## config.mk

```make
export PLATFORM = sky130hd
export DESIGN_NAME = warp_dispatcher
export DESIGN_NICKNAME = d
export VERILOG_FILES = /design/src/rtl/warp_dispatcher.sv
export SDC_FILE = /design/constraint.sdc
export NUM_CORES = 1
export LEC_CHECK = 0
export ABC_CLOCK_PERIOD_IN_PS = 3900
export CAP_MARGIN = 20
export CORE_MARGIN = 2
export CORE_UTILIZATION = 55
export DETAILED_ROUTE_END_ITERATION = 6
export DONT_BUFFER_PORTS = 1
export HOLD_SLACK_MARGIN = 0.02
export PLACE_DENSITY_LB_ADDON = 0.3
export SYNTH_ARGS = -nofsm -noshare
export SYNTH_HDL_FRONTEND = slang
export SYNTH_SLANG_ARGS = --single-unit
export TNS_END_PERCENT = 1
```

## constraint.sdc

```tcl
create_clock -name clk -period 3.9 [get_ports clk]
set_input_delay 0.585 -clock clk [delete_from_list [all_inputs] [get_ports clk]]
set_output_delay 0.585 -clock clk [all_outputs]
set_load 0.02 [all_outputs]
```

## src/rtl/warp_dispatcher.sv

```systemverilog
// Kernel launch controller: splits one launch into warps, hands each warp to the
// lowest free SM slot (one per cycle), and pulses kernel_done once every issued
// warp has reported EXIT.
// Optional build macro WARP_DISPATCH_PERF_EN adds the kernel_cycles counter port.
module warp_dispatcher #(
    parameter int unsigned NUM_WARPS = 24,
    parameter int unsigned WARP_SIZE = 32,
    parameter int unsigned PC_W      = 8,
    parameter int unsigned THR_W     = 16
) (
    input  logic                         clk,
    input  logic                         rst_n,
    input  logic                         launch_valid,
    output logic                         launch_ready,
    input  logic [PC_W-1:0]              launch_pc,
    input  logic [THR_W-1:0]             launch_threads,
    output logic                         init_valid,
    output logic [$clog2(NUM_WARPS)-1:0] init_warp,
    output logic [PC_W-1:0]              init_pc,
    output logic [WARP_SIZE-1:0]         init_mask,
    input  logic                         exit_valid,
    input  logic [$clog2(NUM_WARPS)-1:0] exit_warp,
    output logic                         busy,
    output logic                         kernel_done,
    output logic                         exit_err
`ifdef WARP_DISPATCH_PERF_EN
    ,
    output logic [31:0]                  kernel_cycles
`endif
);

    localparam int unsigned WID     = $clog2(NUM_WARPS);
    localparam int unsigned LOG2_WS = $clog2(WARP_SIZE);

    typedef enum logic [1:0] {
        StIdle,
        StDispatch,
        StDrain,
        StDone
    } state_e;

    state_e                 state_q, state_d;
    logic [PC_W-1:0]        pc_q, pc_d;
    logic [THR_W-1:0]       warps_total_q, warps_total_d;
    logic [WARP_SIZE-1:0]   tail_mask_q, tail_mask_d;
    logic [THR_W-1:0]       dispatched_q, dispatched_d;
    logic [THR_W-1:0]       retired_q, retired_d;
    logic [NUM_WARPS-1:0]   free_q, free_d;
    logic                   exit_err_q, exit_err_d;
    logic                   kernel_done_q;

    logic                   alloc_found;
    logic [WID-1:0]         alloc_idx;
    logic                   exit_in_range;
    logic                   exit_hit;
    logic                   exit_bad;
    logic                   last_warp;
    logic [THR_W:0]         thr_round;
    logic [THR_W:0]         thr_warps;
    logic [THR_W-1:0]       thr_rem;
    logic [WARP_SIZE-1:0]   launch_tail;

    // Lowest-index free slot, taken from the registered bitmap only.
    always_comb begin
        alloc_found = 1'b0;
        alloc_idx   = '0;
        for (int i = int'(NUM_WARPS) - 1; i >= 0; i--) begin
            if (free_q[i]) begin
                alloc_found = 1'b1;
                alloc_idx   = WID'(i);
            end
        end
    end

    // Launch decode: ceil(threads / WARP_SIZE) by shift, and the partial tail mask.
    always_comb begin
        thr_round   = {1'b0, launch_threads} + (THR_W + 1)'(WARP_SIZE - 1);
        thr_warps   = thr_round >> LOG2_WS;
        thr_rem     = launch_threads & THR_W'(WARP_SIZE - 1);
        launch_tail = (thr_rem == '0) ? '1 : ~({WARP_SIZE{1'b1}} << thr_rem);
    end

    // Exit classification; out-of-range slot numbers count as unallocated.
    always_comb begin
        exit_in_range = (32'(exit_warp) < NUM_WARPS);
        exit_hit      = exit_valid && exit_in_range && !free_q[exit_warp];
        exit_bad      = exit_valid && !exit_hit;
        last_warp     = (dispatched_q == (warps_total_q - THR_W'(1)));
    end

    // Next-state and output logic; exits and allocation touch disjoint bitmap bits.
    always_comb begin
        state_d       = state_q;
        pc_d          = pc_q;
        warps_total_d = warps_total_q;
        tail_mask_d   = tail_mask_q;
        dispatched_d  = dispatched_q;
        retired_d     = retired_q;
        free_d        = free_q;
        exit_err_d    = exit_err_q;
        launch_ready  = 1'b0;
        init_valid    = 1'b0;
        init_warp     = '0;
        init_pc       = '0;
        init_mask     = '0;

        if (exit_hit) begin
            free_d[exit_warp] = 1'b1;
            retired_d         = retired_q + THR_W'(1);
        end
        if (exit_bad) begin
            exit_err_d = 1'b1;
        end

        unique case (state_q)
            StIdle: begin
                launch_ready = 1'b1;
                if (launch_valid) begin
                    pc_d          = launch_pc;
                    warps_total_d = thr_warps[THR_W-1:0];
                    tail_mask_d   = launch_tail;
                    dispatched_d  = '0;
                    retired_d     = '0;
                    state_d       = (launch_threads == '0) ? StDone : StDispatch;
                end
            end
            StDispatch: begin
                if (alloc_found) begin
                    init_valid        = 1'b1;
                    init_warp         = alloc_idx;
                    init_pc           = pc_q;
                    init_mask         = last_warp ? tail_mask_q : '1;
                    free_d[alloc_idx] = 1'b0;
                    dispatched_d      = dispatched_q + THR_W'(1);
                    if (last_warp) begin
                        state_d = StDrain;
                    end
                end
            end
            StDrain: begin
                if (retired_q == warps_total_q) begin
                    state_d = StDone;
                end
            end
            StDone: begin
                state_d = StIdle;
            end
            default: begin
                state_d = StIdle;
            end
        endcase
    end

    // State registers.
    always_ff @(posedge clk or negedge rst_n) begin
        if (!rst_n) begin
            state_q       <= StIdle;
            pc_q          <= '0;
            warps_total_q <= '0;
            tail_mask_q   <= '0;
            dispatched_q  <= '0;
            retired_q     <= '0;
            free_q        <= '1;
            exit_err_q    <= 1'b0;
            kernel_done_q <= 1'b0;
        end else begin
            state_q       <= state_d;
            pc_q          <= pc_d;
            warps_total_q <= warps_total_d;
            tail_mask_q   <= tail_mask_d;
            dispatched_q  <= dispatched_d;
            retired_q     <= retired_d;
            free_q        <= free_d;
            exit_err_q    <= exit_err_d;
            kernel_done_q <= (state_q == StDone);
        end
    end

    assign busy        = (state_q != StIdle);
    assign kernel_done = kernel_done_q;
    assign exit_err    = exit_err_q;

`ifdef WARP_DISPATCH_PERF_EN
    logic [31:0] cycles_q;
    logic        run_q;

    // Cycle count from the accepting cycle through the kernel_done cycle, saturating.
    always_ff @(posedge clk or negedge rst_n) begin
        if (!rst_n) begin
            cycles_q <= '0;
            run_q    <= 1'b0;
        end else if ((state_q == StIdle) && launch_valid) begin
            cycles_q <= 32'd1;
            run_q    <= 1'b1;
        end else if (run_q) begin
            if (cycles_q != '1) begin
                cycles_q <= cycles_q + 32'd1;
            end
            if (kernel_done_q) begin
                run_q <= 1'b0;
            end
        end
    end

    assign kernel_cycles = cycles_q;
`else
    // Cycle counter not built.
`endif

endmodule

```

==> key figures <==
Routing
  – DRT Wirelength: 16.56 mm
  – DRT iter0 DRCs: between 400 and 500
  – Drt pass-1 iters: 7
  – Number of vias per cell: 6.224
  – Drt drc: 0
  – WL/cell: 17.60 um
  – Antenna viol nets, final: 0
  – Routed via count: 5857

Critical path
  – CP Max Fanout: 34
  – Crit Path Class: reg2out
  – CP endpoint kind: output pin
  – Worst Path Required: approximately 3.3 ns
  – Crit path DAT: 3.11 ns
  – R2R cell count: 10
  – R2R setup slack: 0.96 ns
  – Critical R2R Launch: warps_total_q[0]
  – CP Launch Type: flip-flop
  – R2r endpoint: state_q[1]

Die
  – Die W: 114.9 um
  – Ports: 83
  – Starting Density: 56.28%
  – Die Y-Extent: about 110 um
  – Core area: 12010 um^2
  – Die area: 13190 um^2
  – FP Rows: 40

STA
  – Final setup fails: 0
  – Tcrit/Tclk final: 94.73%
  – Final Hold Vio Count: 0
  – Fin crit period: 3.695 ns
  – Fmax: roughly 270 MHz
  – RSZ-0062 raised after global routing: no
  – Max Slew Vio Count: 0
  – Slew @ Worst Pin: 0.7877 ns
  – Setup TNS after final layout: 0 ns
  – Final clock skew: around 0.007 ns
  – Slew HR: 47.48%

Clock tree
  – Clk Latency, worst-skew pair: 0.36 ns
  – CTS root buf: clkbuf_16
  – Setup Buffers After CTS: 0
  – CTS sink cnt: between 100 and 150
  – Clock Path Buffers: 2
  – Reg clk slew, reported paths: 0.08 ns
  – TritonCTS clock tree: done
  – Cts bufs inserted: 9
  – CTS H-tree lvls: 3

Power and ir drop
  – Pwr dens: 783.5 nW/um^2
  – Register share of total power: between 30% and 40%
  – P_int: 3.030 mW
  – Comb power frac: 45.0%
  – Sw Pwr: 2.601 mW
  – Clk pwr share: 17.4%
  – Leakage: about 3.0 nW
  – Overall power: 5.631 mW
  – Switching share of power: 46.19%
  – Max IR drop VDD: 0.0004347 V

Synthesis
  – Syn Inst Count: between 800 and 900
  – FF+latch count, synth: 112
  – Syn_area_per_cell: roughly 8.3 um^2
  – Post-synth EDFFs: 0
  – YS warnings: 0
  – Post-synth ARST share: 100.0%
  – Cell area after synthesis: 6760 um^2
  – Sequential area share after synthesis: around two fifths
  – Netlist cell types: 67
  – Syn Nets: 852
  – Main synth FF type: dfrtp_1

Cells and area
  – Diode count: 0
  – Design area: 7187 um^2
  – Sequential Area: 2833 um^2
  – Multi-input logic area: 3627 um^2
  – Final Non-Filler Cells: 941
  – Area Overhead vs Synth: 6.311%
  – Final #Nets: 829
  – Filler instances: between 1000 and 1500
  – Share of cells above drive strength 1: approximately a tenth
  – Most frequent cells in the layout: 142 x nor2_1, 88 x dfrtp_1, 87 x nand2_1, 68 x a21oi_1, 48 x o21ai_0
  – Most common cell after layout, fill and taps aside: nor2_1
  – Final Util: 59.83%

Place
  – Placed Area: 6838 um^2
  – Post-DP HPWL: between 10 and 15 mm
  – Port Buffers: 0
  – GP Congestion: about 0.93
  – DP Cell Count: 924

Global route
  – Number of global-route vias before repair: 5439
  – Largest net degree at the start of global routing: 89
  – First-pass GRT wire length: 26.75 mm
  – GRT Resource Usage Total: 25.45%
  – Initial antenna violation count: 0
  – Grt total ovfl: 0

Worst hold path
  – Hold Path Class: in2async

Flow run
  – Max Cap Viol: 0

Run status
  – Status: complete, no violations
worst max-delay path by stage:
stage                           startpoint  slack, ns  depth (start not counted)            end
after global placement    warps_total_q[0]       0.75                         10  init_mask[29]
after global routing      warps_total_q[0]     0.0006                         10  init_mask[23]
final                     warps_total_q[0]       0.21                         10   init_mask[1]
after CTS                 warps_total_q[0]       0.19                         10  init_mask[21]
after detailed placement  warps_total_q[0]       0.59                         10  init_mask[21]
after floorplan           warps_total_q[0]       0.74                         12  init_mask[10]
critical path, stage by stage (launching register included):
cell and delay, ns:
dfrtp_1 0.47, inv_1 0.11, ha_1 0.26, or3b_1 0.50, nor4_1 0.32, a211o_1 0.20
a221oi_2 0.06, nand4_2 0.08, buf_4 0.34, nor2_1 0.07, nor2_1 0.33
cell type report:
| type | instances | share of cell area, % |
|---|---|---|
| timing repair buffer | 13 | 1.636 |
| sequential | 112 | 39.42 |
| multi-input combinational | 624 | 50.47 |
| inverter | 29 | 1.515 |
| clock buffer | 10 | 3.186 |
| tap | 147 | 2.559 |
| clock inverter | 6 | 1.219 |
cells in the mapped netlist, drive strengths merged (17+ instances only):
cell    number  area share [%]
nand3       22             1.7
nor2       145             8.1
a31oi       20             1.9
xor2        28             3.6
inv         29             1.6
o21ai       49             3.6
dfstp       24             9.3
dfrtp       88              33
a21oi       69             5.2
nor3        23             1.9
nor4        17             1.7
clkbuf      38             2.1
nand2       88             4.9
and3        19             1.8
xnor2       30             3.9
cell families after synthesis:
| family | after synthesis | share of synthesized area (%) |
|---|---|---|
| buffers and inverters | 76 | 4.572 |
| adders and majority gates | 7 | 1.296 |
| and+or+nand+nor | 375 | 26.23 |
| AOI/OAI and AO/OA | 175 | 16.05 |
| xor gates and xnor gates | 58 | 7.514 |
| DFF | 112 | 41.90 |
| muxes | 9 | 2.443 |
flip-flops by register name, indices dropped and copies added (netlist names):
name           count
free_q            24
retired_q         16
pc_q               8
state_q            2
tail_mask_q       32
kernel_done        1
dispatched_q      16
warps_total_q     12
exit_err           1
what timing repair did:
action                                  in CTS  in global routing
resized for setup                            0                  2
hold endpoints to repair                    88                  0
hold buffers                                 1                  0
endpoints found under the setup margin       0                  2
routing by layer:
| metal | track usage, % | wire, um | up-vias |
|---|---|---|---|
| met5 | 0 | 0 | - |
| met4 | 8.514 | 378 | 0 |
| met3 | 5.851 | 1124 | 33 |
| met2 | 39.76 | 7707 | 208 |
| met1 | 35.27 | 7349 | 2834 |
| li1 | - | - | 2782 |
stage by stage:
| stage | hold slack [ns] | setup WS (ns) |
|---|---|---|
| floorplan | 0.2894 | 0.7412 |
| global placement | 0.2965 | 0.7507 |
| detailed placement | 0.2958 | 0.5945 |
| CTS | 0.05619 | 0.1917 |
| global route | 0.04587 | 0.0006279 |
| finish | 0.06236 | 0.2054 |
power by group through the flow:
stage	clock network, mW	registers, mW	logic [mW]
floorplan	0	1.93	2.10
CTS	0.995	2.10	2.52
detailed placement	0	2.11	2.49
global route	1.04	2.17	2.78
finish	0.978	2.12	2.53
global placement	0	2.11	2.43
Note: power is estimated with default switching activity, not from simulation.
